### config.mk
export PLATFORM = sky130hd
export DESIGN_NAME = regfile_write_arbiter
export DESIGN_NICKNAME = d
export VERILOG_FILES = /design/src/rtl/regfile_write_arbiter.sv
export SDC_FILE = /design/constraint.sdc
export NUM_CORES = 1
export LEC_CHECK = 0
export BUFFER_PORTS_ARGS = -buffer_cell sky130_fd_sc_hd__buf_2
export CORE_MARGIN = 2
export CORE_UTILIZATION = 47
export DETAILED_ROUTE_END_ITERATION = 10
export PLACE_DENSITY_LB_ADDON = 0.15
export SETUP_SLACK_MARGIN = 0.4
export SLEW_MARGIN = 25
export SYNTH_ARGS = -nofsm -noshare
export SYNTH_HDL_FRONTEND = slang
export SYNTH_SLANG_ARGS = --single-unit
### constraint.sdc
create_clock -name Clk -period 1.1 [get_ports Clk]
set_input_delay 0.11 -clock Clk [delete_from_list [all_inputs] [get_ports Clk]]
set_output_delay 0.11 -clock Clk [all_outputs]
set_load 0.01 [all_outputs]
### src/rtl/regfile_write_arbiter.sv
// Register-file write-port arbiter: clears every register after reset, then
// shares the single write port between an ALU and a load requester (round-robin).
module regfile_write_arbiter #(
  parameter int W = 8,
  parameter int D = 4
) (
  input  logic         Clk,
  input  logic         Reset,
  input  logic         AluValid,
  input  logic [D-1:0] AluAddr,
  input  logic [W-1:0] AluData,
  output logic         AluReady,
  input  logic         MemValid,
  input  logic [D-1:0] MemAddr,
  input  logic [W-1:0] MemData,
  output logic         MemReady,
  output logic         WriteEn,
  output logic [D-1:0] Waddr,
  output logic [W-1:0] DataIn,
  output logic         InitBusy
);

  typedef enum logic {S_INIT, S_RUN} state_t;

  localparam logic [D-1:0] LAST_ADDR = '1;

  state_t         r_state;
  state_t         w_state_next;
  logic [D-1:0]   r_cnt;

  logic           r_alu_full;
  logic [D-1:0]   r_alu_addr;
  logic [W-1:0]   r_alu_data;
  logic           r_mem_full;
  logic [D-1:0]   r_mem_addr;
  logic [W-1:0]   r_mem_data;
  logic           r_ptr_mem;

  logic           r_wen;
  logic [D-1:0]   r_waddr;
  logic [W-1:0]   r_wdata;

  logic           w_in_run;
  logic           w_alu_acc;
  logic           w_mem_acc;
  logic           w_grant_alu;
  logic           w_grant_mem;

  // Ready depends only on registered state, so Valid never loops back into Ready.
  assign w_in_run    = (r_state == S_RUN);
  assign AluReady    = w_in_run & ~r_alu_full;
  assign MemReady    = w_in_run & ~r_mem_full;
  assign InitBusy    = ~w_in_run;
  assign w_alu_acc   = AluValid & AluReady;
  assign w_mem_acc   = MemValid & MemReady;
  assign w_grant_alu = w_in_run & r_alu_full & (~r_mem_full | ~r_ptr_mem);
  assign w_grant_mem = w_in_run & r_mem_full & (~r_alu_full | r_ptr_mem);

  assign WriteEn = r_wen;
  assign Waddr   = r_waddr;
  assign DataIn  = r_wdata;

  always_ff @(posedge Clk) begin
    if (!Reset) begin
      r_state <= S_INIT;
    end else begin
      r_state <= w_state_next;
    end
  end

  always_comb begin
    w_state_next = r_state;
    case (r_state)
      S_INIT:  if (r_cnt == LAST_ADDR) w_state_next = S_RUN;
      S_RUN:   w_state_next = S_RUN;
      default: w_state_next = S_INIT;
    endcase
  end

  always_ff @(posedge Clk) begin
    if (!Reset) begin
      r_cnt      <= '0;
      r_alu_full <= 1'b0;
      r_alu_addr <= '0;
      r_alu_data <= '0;
      r_mem_full <= 1'b0;
      r_mem_addr <= '0;
      r_mem_data <= '0;
      r_ptr_mem  <= 1'b0;
      r_wen      <= 1'b0;
      r_waddr    <= '0;
      r_wdata    <= '0;
    end else if (r_state == S_INIT) begin
      r_wen   <= 1'b1;
      r_waddr <= r_cnt;
      r_wdata <= '0;
      r_cnt   <= r_cnt + 1'b1;
    end else begin
      // Accept needs an empty buffer and grant needs a full one, so they never collide.
      if (w_alu_acc) begin
        r_alu_full <= 1'b1;
        r_alu_addr <= AluAddr;
        r_alu_data <= AluData;
      end else if (w_grant_alu) begin
        r_alu_full <= 1'b0;
      end

      if (w_mem_acc) begin
        r_mem_full <= 1'b1;
        r_mem_addr <= MemAddr;
        r_mem_data <= MemData;
      end else if (w_grant_mem) begin
        r_mem_full <= 1'b0;
      end

      if (r_alu_full && r_mem_full) begin
        r_ptr_mem <= ~r_ptr_mem;
      end

      if (w_grant_alu) begin
        r_wen   <= 1'b1;
        r_waddr <= r_alu_addr;
        r_wdata <= r_alu_data;
      end else if (w_grant_mem) begin
        r_wen   <= 1'b1;
        r_waddr <= r_mem_addr;
        r_wdata <= r_mem_data;
      end else begin
        r_wen <= 1'b0;
      end
    end
  end

endmodule

==> results.cfg, run 1 <==
[outcome]
status = finished, violations left
violations = negative setup slack

[worst_setup_path]
path_buf_inv = 3
cp-end-kind = output pin
critPathRequiredTime_ns = 0.99
cp.arrival_ns = 1.18
slowest_delay_ns = 0.34
path_class = register to output pin
critPathMaxFanout = 3
critPathSlowestCell = dfxtp_2
crit_path_frequent_cell = buf_6
crit_chain = buf_6 > and2b_2 > buf_6 > buf_6
worst_setup_path_start_kind = register
cp_top_family = flip-flops

[pwr]
leakage_nw = 1.057
total_power_mw = 3.290
cellPowerDensity_nw_per_um2 = 1164
ir_drop_v = 0.0006641

[route]
drt-wirelength-per-cell_um = 14.43
drc = 0
vias = 1652
dr.pass1.iters = 4
postRouteAntennaNets = 0
drtIter0Drc = 63
post_drt_via_cell_ratio = 4.991
drt-total-wl_um = 4777

[sta]
worst_slack_ns = -0.1946
slew_headroom = 0.7846
hold_viol = 0
rsz0062_at_grt = yes
drv_slew = 0
finalSetupViolations = 45
min_period_ns = 1.295
fmax_ghz = 0.7725
min_period_over_period = 1.177
holdWs_ns = 0.03245
worst_slew_pin_slew_ns = 0.3223
finClkSkew_ns = 0.01124

[global_route]
grt_usage = 0.2078
antenna_found_initial = 0
grt_pass1_wl_um = 6858
grt_start_max_net_pins = 18
grt_pass1_vias = 1497
grt_overflow_total = 0

[floorplanning]
die_x_um = 67.47
dieArea_um2 = 4552
die_y_um = 67.47
initial_utilization = 0.4802
core_area_um2 = 3943
boundaryPins = 44
rows = 23

[run]
maxCapViolations = 0

[logic_synthesis]
synth_cell_type_count = 33
synth-edff-count = 0
ys.flop_type = dfxtp_1
ys.warnings.count = 0
syn-num-nets = 241
postSynthAreaPerCell_um2 = 8.930
syn_inst = 212
ys_seq_elements = 45
yosysSeqAreaShare = 0.4759
syn_area_um2 = 1893
synthArstFlopShare = 0

[finish]
final_util = 0.7169
diodes = 0
syn_to_final_growth_pct = 49.31
drive_above_1_share = 0.5018
nNetsFinal = 309

[placement]
gp_congestion = 0.7945
place.detailed.hpwl_um = 2899
port_buffers = 43

[clocking]
clkSinkCount = 45
clock_path_buffers = 2
cts-buffers-inserted = 5
cts_tree = done
clockRootBuffer = clkbuf_8
postCtsHoldBufs = 0
htreeDepth = 2
clk_pin_slew_ns = 0.08
worstSkewPairLatency_ns = 0.31

[min_path]
hold_class = input port to register
-- tightest hold or removal path: cells and delay by family --
kind / cells / cell delay (ns)
buffers and inverters: 1 / 0.09
AO/OA/AOI/OAI: 1 / 0.05
AND/OR/NAND/NOR: 1 / 0.04
-- worst paths after layout --
path | from | endpoint | slack [ns] | cells after the start
setup / recovery | r_state | AluReady | -0.19 | 4
setup reg to reg | r_state | r_mem_data[3] | -0.16 | 6
hold reg to reg | r_mem_addr[2] | r_mem_addr[2] | 0.45 | 2
hold / removal | AluData[4] | r_alu_data[4] | 0.03 | 3
-- area by class of cell --
class,count,area (um2)
Clock buffer,5,68.82
Clock inverter,3,65.06
Fill cell,298,1116
Inverter,4,20.02
Multi-Input combinational cell,152,1062
Sequential cell,45,924.6
Tap cell,50,62.56
Timing Repair Buffer,72,623.1
-- metrics by stage --
stage / instance area, um2 / worst slack (ns) / instances / setup TNS [ns]
after detailed placement: 2307 / -0.1453 / 313 / -3.029
final: 2826 / -0.1946 / 331 / -5.415
after global routing: 2826 / -0.2354 / 331 / -8.171
after floorplan: 1938 / -0.01499 / 212 / -0.1995
after global placement: 2307 / -0.09318 / 313 / -2.315
after CTS: 2658 / -0.1732 / 327 / -5.705
-- sequential cells by signal, indices dropped and copies added (netlist names) --
name        flops
DataIn          8
r_alu_full      1
r_state         1
r_mem_data      8
r_mem_full      1
r_cnt           4
Waddr           4
r_mem_addr      4
r_ptr_mem       1
WriteEn         1
r_alu_data      8
r_alu_addr      4
-- cell usage after synthesis (2+ instances only) --
master     n  area share
and2_1     5       0.017
a211oi_1   8       0.032
nand3_1    4       0.011
or2b_1     2      0.0079
nor2b_1    2      0.0066
nor2_1     9       0.018
inv_1      3      0.0059
buf_2      3      0.0079
dfxtp_1   45        0.48
o31ai_1    2      0.0079
clkbuf_1   4      0.0079
a21oi_1    5       0.013
a21boi_0  17       0.067
nand3b_1   2      0.0079
and2b_1    2      0.0079
buf_4      4       0.016
buf_6      2       0.012
a21boi_1   9       0.036
o21ai_0    5       0.013
mux2i_1   10       0.053
nand2_1   54        0.11
xnor2_1    4       0.019
-- logic make-up (layout without fill, tap and decap cells) --
logic type               Yosys count  in the layout  share of synthesized area
buffers and inverters             17             84                    0.05155
multiplexers                      10             10                    0.05288
AND/OR/NAND/NOR                   85             87                     0.2069
XOR/XNOR                           4              4                    0.01850
flip-flops                        45             45                     0.4759
adder cells (fa/ha/maj)            1              1                   0.006608
AO/OA/AOI/OAI                     50             50                     0.1877
-- metal layers --
layer  vias to the layer above  global-route usage  routed length, um
met5                         -                   0                  0
met3                         8             0.05667                168
met4                         0             0.09184                 85
li1                        846                   -                  -
met2                        34              0.3468               2403
met1                       764              0.2482               2119
-- power by group --
part	internal, mW	leakage [nW]	switching, mW	total [mW]
clock	0.902	0.0681	0.574	1.48
sequential	1.65	0.372	0.0141	1.66
combinational	0.0880	0.617	0.0665	0.154
total	2.64	1.06	0.654	3.29
-- placed cells by master, fill, tap and decap left out, types with 8 or more instances in the layout --
| master | n |
|---|---|
| buf_2 | 28 |
| dfxtp_2 | 16 |
| a21boi_1 | 22 |
| buf_6 | 26 |
| mux2i_1 | 8 |
| nand2_2 | 17 |
| a211oi_1 | 8 |
| buf_4 | 14 |
| nor2_1 | 8 |
| dfxtp_1 | 28 |
| nand2_1 | 31 |
-- repair_timing --
| action | 4_1_cts | 5_1_grt |
|---|---|---|
| setup buffers | 5 | 2 |
| endpoints found under the hold margin | 0 | 0 |
| gates cloned | 1 | 2 |
| endpoints found under the setup margin | 61 | 61 |
| pin swaps | 6 | 33 |
| gates resized for setup | 46 | 37 |
Note: power is estimated with default switching activity, not from simulation.
==> inputs of run 2 (changes only) <==
Settings changed: ABC_AREA set to 1, HOLD_SLACK_MARGIN set to 0.06.
==> run 2 against run 1 <==
The run still ends with negative setup slack left; first-iteration DRC count rose to 3.1 times the previous value; global-route usage increased by 7.4 points; non-clock buffer count is 9 higher; sequential cell count is the same; sequential share of layout area decreased by 4.0 points; critical path depth rose by 4; largest cell class unchanged.
==> results.cfg, run 2 <==
[outcome]
status = finished, violations left
violations = negative setup slack

[clocking]
clkSinkCount = 45
clk_pin_slew_ns = 0.09
cts_tree = done
htreeDepth = 2
clockRootBuffer = clkbuf_8
cts-buffers-inserted = 5
worstSkewPairLatency_ns = 0.31
clock_path_buffers = 2

[pwr]
seqPwrFrac = 0.525
p_int_mw = 2.402
p_switching_mw = 0.7474
cellPowerDensity_nw_per_um2 = 971.4
leakage_nw = 1.202
p_comb_frac = 0.085
netSwitchingFraction = 0.2373
clkPwrFrac = 0.390
ir_drop_v = 0.0007691

[sta]
drv_slew = 0
fin_setup_tns_ns = -3.738
fmax_ghz = 0.7599
worst_slack_ns = -0.2160
rsz0062_at_grt = yes
slew_headroom = 0.7114
finClkSkew_ns = 0.01002
min_period_over_period = 1.196
min_period_ns = 1.316
hold_viol = 0
finalSetupViolations = 31
worst_slew_pin_slew_ns = 0.4329

[logic_synthesis]
yosysSeqAreaShare = 0.4928
yosys-top-cells-count = 45 x dfxtp_1, 43 x a21oi_1, 31 x nand2_1
postSynthAreaPerCell_um2 = 7.681
ys.flop_type = dfxtp_1
ys_seq_elements = 45
syn_area_um2 = 1828
synth_cell_type_count = 24
syn-num-nets = 267
synthDominantCellAreaShare = 0.4928
synth-edff-count = 0
synth_top_cell_by_area = dfxtp_1
synthArstFlopShare = 0
synth_most_common_cell = dfxtp_1
ys.warnings.count = 0
yosys-top-cells-area = dfxtp_1 49%, a21oi_1 12%, nand3_1 7.7%
syn_inst = 238

[finish]
final_util = 0.8789
design_area_um2 = 3242
diodes = 0
nNetsFinal = 349
drive_above_1_share = 0.6355
mostFrequentLayoutCells = 30 x a21oi_2, 28 x dfxtp_1, 28 x buf_6, 28 x buf_2, 27 x inv_1
syn_to_final_growth_pct = 77.34
layout_commonest_cell = a21oi_2

[worst_setup_path]
path_class = register to register
slowest_delay_ns = 0.36
critPathSlowestCell = dfxtp_4
crit_chain = buf_4 > buf_6 > nand2_4 > inv_8 > buf_6 > nand3_1 > nand3_1 > a21oi_1
r2r_start = r_state
crit_path_end = Waddr[0]
worst-path-stages = 8
critPathRequiredTime_ns = 1.35
cp.arrival_ns = 1.56
reg2reg_slack_ns = -0.22
worst_setup_path_start_kind = register
reg2regPathDepth = 8
critPathMaxFanout = 5
cp-end-kind = register
path_buf_inv = 4
cp_top_family = buffers and inverters
crit_start = r_state
r2r-end = Waddr[0]

[placement]
port_buffers = 43
placed_cell_area_um2 = 2240
gp_congestion = 0.7657
place.detailed.hpwl_um = 3044

[run]
maxCapViolations = 0

[floorplanning]
initial_utilization = 0.4956
boundaryPins = 44
dieArea_um2 = 4404
die_x_um = 66.37
die_y_um = 66.37
core_area_um2 = 3689
rows = 22

[global_route]
grt_pass1_vias = 1923
grt_usage = 0.2819
grt_overflow_total = 0
grt_pass1_wl_um = 9239
antenna_found_initial = 0
grt_start_max_net_pins = 15

[route]
postRouteAntennaNets = 0
drtIter0Drc = 196
drc = 0
vias = 2119
dr.pass1.iters = 4
drt-total-wl_um = 7253
drt-wirelength-per-cell_um = 19.66
post_drt_via_cell_ratio = 5.743

[min_path]
hold_class = input port to register
## run 2: cell count changes after synthesis, moves of 10 or more
cell,previous run,this run
a21boi_0,17,0
a21oi_1,5,43
inv_1,3,28
mux2i_1,10,0
nand2_1,54,31
nand3_1,4,28
o21ai_0,5,28
## run 2: area by class of cell
type                       instances  area (um2)
multi-input combinational        156        1334
sequential                        45       929.6
timing repair buffer              81       678.2
fill                             173       446.7
inverter                          31       128.9
clock buffer                       8       111.4
tap                               48       60.06
## run 2: worst min-delay path by stage
stage / start / to / slack [ns] / cells after the start
global route: MemAddr[0] / r_mem_addr[0] / 0.06 / 3
global placement: MemAddr[1] / r_mem_addr[1] / 0.38 / 3
detailed placement: MemAddr[1] / r_mem_addr[1] / 0.38 / 3
CTS: MemData[5] / r_mem_data[5] / 0.06 / 3
floorplan: AluAddr[3] / r_alu_addr[3] / 0.27 / 2
finish: MemAddr[0] / r_mem_addr[0] / 0.06 / 3
## run 2: power by group through the flow
stage	registers (mW)	clock network, mW	logic (mW)
CTS	1.65	1.20	0.221
detailed placement	1.69	0	0.146
floorplan	1.69	0	0.0612
global placement	1.69	0	0.145
global route	1.65	1.29	0.286
finish	1.65	1.23	0.269
## run 2: cell families after synthesis
group,count (synthesis),synth area share
AO/OA/AOI/OAI,75,0.2088
adder cells (fa/ha/maj),1,0.006844
buffers and inverters,42,0.09583
flip-flops,45,0.4928
AND/OR/NAND/NOR,75,0.1958
## run 2: metal layers
layer	GRT usage	part of all wire	up-vias
met4	0.1148	0.055	0
li1	-	-	960
met1	0.3481	0.38	1009
met3	0.04429	0.065	38
met5	0	0	-
met2	0.4850	0.50	112
## run 2: stage by stage
step                      power (mW)  cells  hold slack [ns]  setup slack, ns
final                          3.149    369          0.05627          -0.2160
after global routing           3.230    369          0.06494          -0.2609
after CTS                      3.072    364          0.06358          -0.1278
after detailed placement       1.835    340           0.3818          -0.1044
after global placement         1.834    340           0.3753         -0.07418
after floorplan                1.753    238           0.2743          0.03046
## run 2: what timing repair did
item | in CTS | in global routing
setup buffers | 10 | 5
resized for setup | 118 | 53
endpoints found under the setup margin | 61 | 61
cloned | 6 | 0
pin swaps | 29 | 21
hold buffers | 0 | 0
## run 2: worst register-to-register path: stages, from the launching register on
cell	delay, ns
dfxtp_4	0.36
buf_4	0.14
buf_6	0.13
nand2_4	0.09
inv_8	0.05
buf_6	0.12
nand3_1	0.10
nand3_1	0.12
a21oi_1	0.15
